==> config.mk <==
export PLATFORM = sky130hd
export DESIGN_NAME = imem_loader
export DESIGN_NICKNAME = d
export VERILOG_FILES = /design/src/rtl/imem_pkg.sv /design/src/rtl/imem_loader_byte_packer.sv /design/src/rtl/imem_loader.sv
export SDC_FILE = /design/constraint.sdc
export NUM_CORES = 1
export LEC_CHECK = 0
export ABC_AREA = 1
export CORE_AREA = 3 3 71 100
export CTS_CLUSTER_DIAMETER = 200
export DETAILED_ROUTE_END_ITERATION = 12
export DIE_AREA = 0 0 74 103
export PLACE_DENSITY = 0.77
export SYNTH_ARGS = -nofsm -noshare
export SYNTH_HDL_FRONTEND = slang
export SYNTH_SLANG_ARGS = --single-unit
==> constraint.sdc <==
create_clock -name clk -period 2.1 [get_ports clk]
set_input_delay 0.42 -clock clk [delete_from_list [all_inputs] [get_ports clk]]
set_output_delay 0.42 -clock clk [all_outputs]
set_load 0.02 [all_outputs]
==> src/rtl/imem_pkg.sv <==
// rtl/imem_pkg.sv - shared instruction-memory sizes and loader state encoding
package imem_pkg;

  localparam int IMEM_DEPTH  = 64;
  localparam int IMEM_ADDR_W = 8;
  localparam int INSTR_W     = 32;

  typedef enum logic [2:0] {
    IDLE,
    LEN,
    DATA,
    WRITE,
    CSUM,
    DONE,
    ERR
  } loader_state_t;

endpackage

==> src/rtl/imem_loader_byte_packer.sv <==
// rtl/imem_loader_byte_packer.sv - assembles four little-endian bytes into one instruction word
module imem_loader_byte_packer
  import imem_pkg::*;
(
  input  logic               clk,
  input  logic               rst_n,
  input  logic               clear,
  input  logic               load,
  input  logic [7:0]         data,
  output logic               word_full,
  output logic [INSTR_W-1:0] word
);

  logic [1:0] lane;

  // Flags the load that completes a word so the loader can strobe the write next cycle.
  assign word_full = load && (lane == 2'd3);

  always_ff @(posedge clk or negedge rst_n) begin
    if (!rst_n) begin
      lane <= 2'd0;
      word <= '0;
    end else if (clear) begin
      lane <= 2'd0;
      word <= '0;
    end else if (load) begin
      word[{lane, 3'b000} +: 8] <= data;
      lane                      <= lane + 2'd1;
    end
  end

endmodule

==> src/rtl/imem_loader.sv <==
// rtl/imem_loader.sv - loads instruction memory from a length-prefixed byte stream, holding the core in reset
// Optional trailing XOR checksum byte enabled by IMEM_LOADER_CHECKSUM_EN.
module imem_loader
  import imem_pkg::*;
#(
  parameter int DEPTH  = IMEM_DEPTH,
  parameter int ADDR_W = IMEM_ADDR_W
) (
  input  logic               clk,
  input  logic               rst_n,
  input  logic               start,
  input  logic               in_valid,
  input  logic [7:0]         in_data,
  output logic               in_ready,
  output logic               mem_we,
  output logic [ADDR_W-1:0]  mem_waddr,
  output logic [INSTR_W-1:0] mem_wdata,
  output logic               busy,
  output logic               done,
  output logic               err,
  output logic               cpu_rst_n
);

  localparam logic [7:0] DEPTH_N = 8'(DEPTH);

  loader_state_t     state;
  logic [7:0]        len;
  logic [ADDR_W-1:0] word_cnt;
  logic [ADDR_W-1:0] next_cnt;
  logic              accept;
  logic              pk_clear;
  logic              pk_load;
  logic              pk_full;
`ifdef IMEM_LOADER_CHECKSUM_EN
  logic [7:0]        csum;
`endif

  assign accept   = in_valid && in_ready;
  assign pk_clear = (state == LEN) && accept;
  assign pk_load  = (state == DATA) && accept;
  assign next_cnt = word_cnt + ADDR_W'(1);

  // The packer register is the write-data register; it is only sampled while mem_we is high.
  imem_loader_byte_packer u_packer (
    .clk       (clk),
    .rst_n     (rst_n),
    .clear     (pk_clear),
    .load      (pk_load),
    .data      (in_data),
    .word_full (pk_full),
    .word      (mem_wdata)
  );

  always_ff @(posedge clk or negedge rst_n) begin
    if (!rst_n) begin
      state     <= IDLE;
      in_ready  <= 1'b0;
      mem_we    <= 1'b0;
      mem_waddr <= '0;
      busy      <= 1'b0;
      done      <= 1'b0;
      err       <= 1'b0;
      cpu_rst_n <= 1'b0;
      len       <= '0;
      word_cnt  <= '0;
`ifdef IMEM_LOADER_CHECKSUM_EN
      csum      <= '0;
`endif
    end else begin
      mem_we <= 1'b0;
      case (state)
        IDLE, DONE, ERR: begin
          if (start) begin
            state     <= LEN;
            in_ready  <= 1'b1;
            busy      <= 1'b1;
            done      <= 1'b0;
            err       <= 1'b0;
            cpu_rst_n <= 1'b0;
          end
        end
        LEN: begin
          if (accept) begin
`ifdef IMEM_LOADER_CHECKSUM_EN
            csum <= '0;
`endif
            if (in_data == 8'd0) begin
`ifdef IMEM_LOADER_CHECKSUM_EN
              state <= CSUM;
`else
              state     <= DONE;
              in_ready  <= 1'b0;
              busy      <= 1'b0;
              done      <= 1'b1;
              cpu_rst_n <= 1'b1;
`endif
            end else if (in_data > DEPTH_N) begin
              state    <= ERR;
              in_ready <= 1'b0;
              busy     <= 1'b0;
              err      <= 1'b1;
            end else begin
              state    <= DATA;
              len      <= in_data;
              word_cnt <= '0;
            end
          end
        end
        DATA: begin
          if (accept) begin
`ifdef IMEM_LOADER_CHECKSUM_EN
            csum <= csum ^ in_data;
`endif
            if (pk_full) begin
              state     <= WRITE;
              in_ready  <= 1'b0;
              mem_we    <= 1'b1;
              mem_waddr <= word_cnt;
            end
          end
        end
        WRITE: begin
          word_cnt <= next_cnt;
          if (next_cnt == ADDR_W'(len)) begin
`ifdef IMEM_LOADER_CHECKSUM_EN
            state    <= CSUM;
            in_ready <= 1'b1;
`else
            state     <= DONE;
            busy      <= 1'b0;
            done      <= 1'b1;
            cpu_rst_n <= 1'b1;
`endif
          end else begin
            state    <= DATA;
            in_ready <= 1'b1;
          end
        end
`ifdef IMEM_LOADER_CHECKSUM_EN
        CSUM: begin
          if (accept) begin
            in_ready <= 1'b0;
            busy     <= 1'b0;
            if (in_data == csum) begin
              state     <= DONE;
              done      <= 1'b1;
              cpu_rst_n <= 1'b1;
            end else begin
              state <= ERR;
              err   <= 1'b1;
            end
          end
        end
`endif
        default: begin
          state    <= IDLE;
          in_ready <= 1'b0;
          busy     <= 1'b0;
        end
      endcase
    end
  end

endmodule

==> flow_metrics.env <==
export IMPL_status="completed"
export IMPL_cts_tree="yes"
export IMPL_startpoint_type="flip-flop"
export IMPL_r2r_end="u_packer.word[21]"
export IMPL_start_util=0.5180
export IMPL_critPathArrivalTime_ps=2140
export IMPL_path_class="reg -> reg"
export IMPL_vias=2928
export IMPL_ys_ff_latch=66
export IMPL_worst_pin_slew_ps=840.4
export IMPL_first_pass_iters=6
export IMPL_io_buffers=57
export IMPL_synth_area_um2=3239
export IMPL_holdBufCountCts=0
export IMPL_crit_slowest_cell="dfrtp_1"
export IMPL_r2r_cells=6
export IMPL_drive_above_1_share=0.1224
export IMPL_die_area_um2=7622
export IMPL_drv_slew=0
export IMPL_synthXorXnorAreaFrac=0.005407
export IMPL_avgViaCountPerCell=5.363
export IMPL_drt_wl_total_mm=8.014
export IMPL_holdWs_ps=46.37
export IMPL_drtIter0Drc=199
export IMPL_clock_latency_ps=350
export IMPL_numCtsBuffers=9
export IMPL_skew_ps=6.993
export IMPL_yosys_warnings=0
export IMPL_synth_compound_area_frac=0.1244
export IMPL_synth_top_cell_by_area="dfrtp_1"
export IMPL_synth_seq_area_share=0.5098
export IMPL_synth_top_area_frac=0.5098
export IMPL_grt_max_degree=67
export IMPL_cts_sinks=66
export IMPL_fp_row_count=34
export IMPL_synthSimpleGateAreaFrac=0.2704
export IMPL_synth_top_family_by_area="simple AND/OR/NAND/NOR gates"
export IMPL_pin_count=58
export IMPL_required_ps=2340
export IMPL_worst_path_buf_inv=2
export IMPL_worstPathMaxFanout=6
export IMPL_p_per_area_nw_per_um2=1369
export IMPL_grt_pass1_vias=2987
export IMPL_dp_hpwl_mm=6.062
export IMPL_leakagePower_nw=2.012
export IMPL_netlist_instances=387
export IMPL_final_cell_mix="nand2_1, dfrtp_1, clkdlybuf4s50_1, inv_1, nand3_1"
export IMPL_synthFlopType="dfrtp_1"
export IMPL_fp_dieH_um=103
export IMPL_synth_edff_count=0
export IMPL_h_tree_depth=3
export IMPL_rsz0062_at_grt="no"
export IMPL_async_reset_ff_frac=1.000
export IMPL_synth_area_leaders="dfrtp_1, nand2_1, nand3_1"
export IMPL_clockBufferDepth=2
export IMPL_n_antenna_cell=0
export IMPL_r2r_start="u_packer.lane[1]"
export IMPL_die_w_um=74
export IMPL_cp_end_kind="flip-flop"
export IMPL_r2r_slack_ps=200
export IMPL_peakVddDrop_mv=0.7009
export IMPL_fmax_ghz=0.5256
export IMPL_crit_path_frequent_cell="inv_1"
export IMPL_syn_avg_cell_area_um2=8.370
export IMPL_slowest_delay_ps=400
export IMPL_root_buffer="clkbuf_8"
export IMPL_place_gp_congestion=0.9030
export IMPL_layout_worst_path_cycle_share=0.9061
export IMPL_gr_total_overflow=0
export IMPL_synthDistinctLibCells=34
export IMPL_antenna_found_initial=0
export IMPL_synth_mux_area_frac=0
export IMPL_clk_pin_slew_worst_paths_ps=80
export IMPL_slew_headroom=0.4377
export IMPL_setup_violations=0
export IMPL_hold_viol=0
export IMPL_critical_path_top_delay_family="simple AND/OR/NAND/NOR gates"
export IMPL_wl_per_cell_um=14.68
export IMPL_power_mw=5.788
export IMPL_post_route_drc_count=0
export IMPL_final_nets=487
export IMPL_grt_first_pass_wirelength_mm=13.32
export IMPL_drv_cap=0
export IMPL_syn2layout_area_growth_pct=30.55
export IMPL_layout_min_cycle_time_ps=1903
export IMPL_fillers=514
export IMPL_synthAdderAreaFrac=0.02317
export IMPL_final_common_cell="nand2_1"
export IMPL_ant_nets=0
export IMPL_grt_use_total=0.2270
export IMPL_worstPathCellList="inv_1, ha_1, inv_1, nor3_1, nand2_1, o31ai_1"
export IMPL_min_path_type="in -> async"
export IMPL_core_area_um2=6254
export IMPL_synth_nets=405
==> area by class of cell <==
type	instances	area, um2	share of cell area
Clock buffer	9	123.9	0.02929
Tap cell	72	90.09	0.02130
Timing Repair Buffer	78	735.7	0.1740
Sequential cell	66	1652	0.3905
Multi-Input combinational cell	269	1376	0.3254
Inverter	45	176.4	0.04172
Clock inverter	7	75.07	0.01775
==> synthesized netlist by cell type (2+ instances only) <==
library cell  number
inv_2              4
dfrtp_1           66
o31ai_1           13
nor2_1            26
nand3_1           36
nand2_1          111
buf_2              2
ha_1               6
nand3b_1           3
a21oi_1            4
nor2_2             3
o21ai_1            2
o21ai_0           33
nor3_1             2
o22ai_1            4
clkbuf_1           3
nor2_8             2
o41ai_1            5
nand4_1            6
inv_1             39
nand2_2            4
==> sequential cells by signal, indices dropped and copies added, names as in the netlist, 2 cells and up <==
register       cells
len                8
mem_waddr          8
state              3
u_packer.lane      2
u_packer.word     32
word_cnt           8
==> layer usage <==
metal  wire [um]  up-vias  share of wire  global-route usage
met4         266        0          0.033              0.1213
met2        4179       84           0.52              0.3934
met5           0        -              0                   0
met3         329       25          0.041             0.04293
li1            -     1441              -                   -
met1        3239     1378           0.40              0.2605
==> report_power, final <==
| part | switching [mW] | internal (mW) |
|---|---|---|
| Sequential | 0.290 | 1.68 |
| Clock | 0.540 | 0.556 |
| Combinational | 1.65 | 1.08 |
| Total | 2.48 | 3.31 |
==> cell families after synthesis <==
group | count (synthesis)
compound gates | 65
xor+xnor | 2
fa+ha+maj | 6
buf+inv | 52
flops | 66
simple gates | 196
==> through the flow <==
step / setup TNS (ps) / util / setup WS, ps / cell area [um2] / instances
after global routing: 0 / 0.6763 / 21.43 / 4229 / 546
final: 0 / 0.6763 / 197.3 / 4229 / 546
after detailed placement: -1094 / 0.6437 / -84.91 / 4025 / 530
after CTS: 0 / 0.6755 / 129.4 / 4224 / 546
after global placement: -20.53 / 0.6437 / -13.63 / 4025 / 530
after floorplan: 0 / - / 213.5 / 3239 / 387
==> what timing repair did <==
item,CTS,global route
endpoints found under the hold margin,0,0
buffers inserted,0,0
setup endpoints to repair,0,4
resized for setup,0,2
==> worst max path at each step <==
stage	cells after the start	start	slack (ps)	to
floorplan	7	u_packer.lane[0]	210	u_packer.word[19]
global placement	8	in_valid	-10	u_packer.word[9]
detailed placement	9	in_data[1]	-80	word_cnt[5]
CTS	12	word_cnt[1]	130	state[1]
global route	12	word_cnt[1]	20	cpu_rst_n
finish	6	u_packer.lane[1]	200	u_packer.word[21]
Power figures use the tool's default switching activity.
==> RTL change 1 (config.mk and constraints unchanged) <==
Make the reset (`rst_n`) synchronous in 2 clocked blocks.
--- a/src/rtl/imem_loader_byte_packer.sv
+++ b/src/rtl/imem_loader_byte_packer.sv
@@ -16,7 +16,7 @@
   // Flags the load that completes a word so the loader can strobe the write next cycle.
   assign word_full = load && (lane == 2'd3);
 
-  always_ff @(posedge clk or negedge rst_n) begin
+  always_ff @(posedge clk) begin
     if (!rst_n) begin
       lane <= 2'd0;
       word <= '0;
--- a/src/rtl/imem_loader.sv
+++ b/src/rtl/imem_loader.sv
@@ -51,7 +51,7 @@
     .word      (mem_wdata)
   );
 
-  always_ff @(posedge clk or negedge rst_n) begin
+  always_ff @(posedge clk) begin
     if (!rst_n) begin
       state     <= IDLE;
       in_ready  <= 1'b0;
Behaviour: differs if rst_n is asserted again (counterexample within 4 cycles, from zero or initial values and one cycle with rst_n low); with rst_n held inactive, the same outputs for 10 cycles.
==> RTL change 1 against the original RTL <==
  * Worst hold slack better by 410 ps
  * Sequential cell count stayed put
  * Cell area is 2.8% lower
  * Largest cell class is now multi-input gates
  * Synthesized cell count is 12% higher
  * Routed wire length is 1.3% lower
  * Non-clock buffer count is 10 higher
  * Final cell count is 8.2% higher
  * Setup slack better by 53 ps
  * Synthesized area is 5.4% lower
  * Via count is 6.9% higher
  * Maximum frequency is 2.8% higher
  * Utilization is 1.9 points lower
Power is not compared: it rests on default switching activity, and its combinational part moved more than twofold at a synthesized area within 25%.
==> RTL change 1: results (changes against the original RTL) <==
fin crit share 88.1% (was 90.6%); clk slew on worst S/H paths 70 ps; port bufs 57 (unchanged); Iteration-0 DRC Markers 208 (was 199); first-pass GRT wire length 13,500 um (was 13,300 um); register area share after synthesis 43.1% (was 51.0%); number of synthesized flops with an enable pin 0 (unchanged); met3 usage 4.59% (was 4.29%); share of cells above drive strength 1 10.8% (was 12.2%); Worst Path Arrival 2080 ps (was 2140 ps); vias in the first global route 2,984 (was 2,987); Worst Tran Pin Value 372 ps (was 840 ps); Placer Congestion 0.881 (was 0.903); n_diodes 0 (unchanged); initial antenna violation count 0 (unchanged); Synth area leaders dfxtp_1 43%, nand2_1 14%, a21oi_1 11% (was dfrtp_1 51%, nand2_1 13%, nand3_1 5.6%); Biggest register u_packer.word (unchanged); Yosys cell types 28 (was 34); Mapped Nets 451 (was 405); Via density 5.30 (was 5.36); outcome finished clean (unchanged); instance area at placement 3880 sq um (was 4030 sq um); Hold Path Class reg2reg (was in2async); Placed Cells 575 (was 530); total of cells resized after clock tree synthesis 0 (unchanged); total CTS buffers 9 (unchanged); commonest cells in the netlist 112 x nand2_1, 66 x a21oi_1, 66 x dfxtp_1, 41 x inv_1, 37 x nand3_1 (was 111 x nand2_1, 66 x dfrtp_1, 39 x inv_1, 36 x nand3_1, 33 x o21ai_0); Crit Path Max Fanout 7 (was 6); Mapped Avg Cell Area 7.07 sq um (was 8.37 sq um); LEAKAGE 1.60 nW; met1 GRT Util 26.1% (about the same); pre-CTS WS -89.7 ps (was -84.9 ps); final net count 532 (was 487); drt pass-1 iters 4 (was 6); H-tree depth 3 (unchanged); Wirelength per Cell 13.4 um (was 14.7 um); Clock Skew 7.62 ps (was 6.99 ps); Largest stage delay, worst path 430 ps (was 400 ps); FFs w/ async S/R, synth 0% (was 100%); routed wire length 7910 um (was 8010 um); postcts setup bufs 0 (unchanged); max reg flops 32 (unchanged); dpl hpwl 5880 um (was 6060 um); yosys warns 0 (unchanged); GR Util All Layers 22.9% (was 22.7%); Clock Path Buffers 2 (unchanged); largest net degree at the start of global routing 22 (was 67); fillers 532 (was 514); cell class contributing the biggest share of worst-path delay simple AND/OR/NAND/NOR gates (unchanged); crit path max-delay cell type clkdlybuf4s50_1 (was dfrtp_1); main flop type after synthesis dfxtp_1 (was dfrtp_1); grt met2 use 40.1% (was 39.3%)
## RTL change 1: worst paths after layout
check	start	endpoint	slack [ps]	cells after the start
max	in_data[1]	len[0]	250	11
min	mem_waddr[1]	mem_waddr[1]	460	2
max reg2reg	word_cnt[0]	busy	280	12
min reg2reg	mem_waddr[1]	mem_waddr[1]	460	2
## RTL change 1: per-layer routing
layer  vias up  wire length [um]
met1      1432              3190
met4         0               246
met5         -                 0
met2        85              4140
li1       1592                 -
met3        22               329
## RTL change 1: final cells by class
| class | count | area (sq um) | share of cell area, % |
|---|---|---|---|
| Clock inverter | 6 | 90.1 | 2.19 |
| Sequential cell | 66 | 1320 | 32.1 |
| Tap cell | 72 | 90.1 | 2.19 |
| Clock buffer | 10 | 138 | 3.35 |
| Inverter | 44 | 166 | 4.05 |
| Multi-Input combinational cell | 305 | 1490 | 36.2 |
| Timing Repair Buffer | 88 | 816 | 19.8 |
## RTL change 1: cells by family after synthesis
group	Yosys count	synth area share [%]
buffers and inverters	62	8.29
adders and majority gates	6	2.45
xor gates and xnor gates	2	0.572
AOI/OAI and AO/OA	86	14.3
and+or+nand+nor	211	31.3
DFF	66	43.1
## RTL change 1: power groups by stage
stage / logic [mW] / registers [mW] / clock network (mW)
finish: 0.837 / 1.36 / 1.21
global route: 0.941 / 1.37 / 1.28
CTS: 0.833 / 1.36 / 1.23
detailed placement: 0.826 / 1.39 / 0
global placement: 0.811 / 1.39 / 0
floorplan: 0.488 / 1.43 / 0
## RTL change 1: tightest hold or removal path: cells and delay by family, from the launching register on
kind             cells  cell delay (ps)
AO/OA/AOI/OAI        1               50
flip-flops           1              310
AND/OR/NAND/NOR      1               60
==> RTL change 2 (config.mk and constraints unchanged) <==
Without the edit above. Add a define of `IMEM_LOADER_CHECKSUM_EN`.
--- a/src/rtl/imem_loader.sv
+++ b/src/rtl/imem_loader.sv
@@ -1,5 +1,7 @@
 // rtl/imem_loader.sv - loads instruction memory from a length-prefixed byte stream, holding the core in reset
 // Optional trailing XOR checksum byte enabled by IMEM_LOADER_CHECKSUM_EN.
+`define IMEM_LOADER_CHECKSUM_EN
+
 module imem_loader
   import imem_pkg::*;
 #(
Formal check against the unedited RTL: not equivalent (a bounded check fails within 4 cycles, from zero or initial values and one cycle with rst_n low).
==> RTL change 2 against the original RTL <==
  * Worst hold slack better by 46 ps
  * Setup slack better by 25 ps
  * Critical endpoint is now u_packer.word[25]
  * Synthesized area is 14% higher
  * Sequential cell count is 8 higher
  * Routed wire length is 11% higher
  * Synthesized cell count is 14% higher
  * Cell area is 10% higher
  * Non-clock buffer count is 7 lower
  * Final cell count is 8.1% higher
  * Die area stayed put
  * Largest cell class unchanged
Power is not compared: it rests on default switching activity, and its combinational part moved more than twofold at a synthesized area within 25%.
==> RTL change 2: results (changes against the original RTL) <==
share of cells above drive strength 1 10.6% (was 12.2%); Via density 5.58 (was 5.36); first-pass GRT wire length 14,600 um (was 13,300 um); Placer Congestion 0.877 (was 0.903); routed wire length 8910 um (was 8010 um); multi-input gates 310 (was 269); vias in the first global route 3,221 (was 2,987); multi-input logic portion of the cell area 34.5% (was 32.5%); fraction of area in registers 39.8% (was 39.1%); Buffers, non-clock 71 (was 78); outcome finished clean (unchanged); Non-clk invs 48 (was 45); Synth Area in Compound Gates 11.0% (was 12.4%); clock network area share 5.17% (was 4.70%); Non-clock buffers, area share 14.7% (was 17.4%); GR Util All Layers 25.1% (was 22.7%); Iteration-0 DRC Markers 241 (was 199); Synth area leaders dfrtp_1 50%, nand2_1 10%, nand3_1 9.0% (was dfrtp_1 51%, nand2_1 13%, nand3_1 5.6%); Worst slew margin 61.2% (was 43.8%); Clock Skew 6.05 ps (was 6.99 ps); Mapped Nets 460 (was 405); synthesized instance count 442 (was 387); register area share after synthesis 50.3% (was 51.0%); dpl hpwl 6450 um (was 6060 um); DR vias 3,292 (was 2,928); instance area at placement 4410 sq um (was 4030 sq um); pre-CTS WS 29.2 ps (was -84.9 ps); final net count 532 (was 487)
[RTL change 2: cell types whose count changed in the layout (fill, tap and decap cells not counted), sizes merged, moves of 4 or more]
cell / unedited run / this run
dfrtp: 66 / 74
o41ai: 6 / 1
o21ai: 35 / 52
nand3: 36 / 67
xnor2: 1 / 6
nand2: 116 / 107
clkinv: 5 / 1
buf: 22 / 15
o31ai: 13 / 7
[RTL change 2: final timing paths]
check                                         end  slack (ps)  depth (start not counted)
worst max-delay path            u_packer.word[25]         220                          7
worst min-delay path                 mem_waddr[1]          90                          2
worst max register to register  u_packer.word[25]         220                          7
worst min register to register       mem_waddr[4]         480                          2
max in group asynchronous        u_packer.word[9]        1710                          2
min in group clk                     mem_waddr[4]         480                          2
[RTL change 2: routing by layer]
metal	share of wire, %	GRT usage, %
met4	2.9	11.6
met2	50	43.2
met5	0	0
met3	4.3	4.49
met1	42	30.3
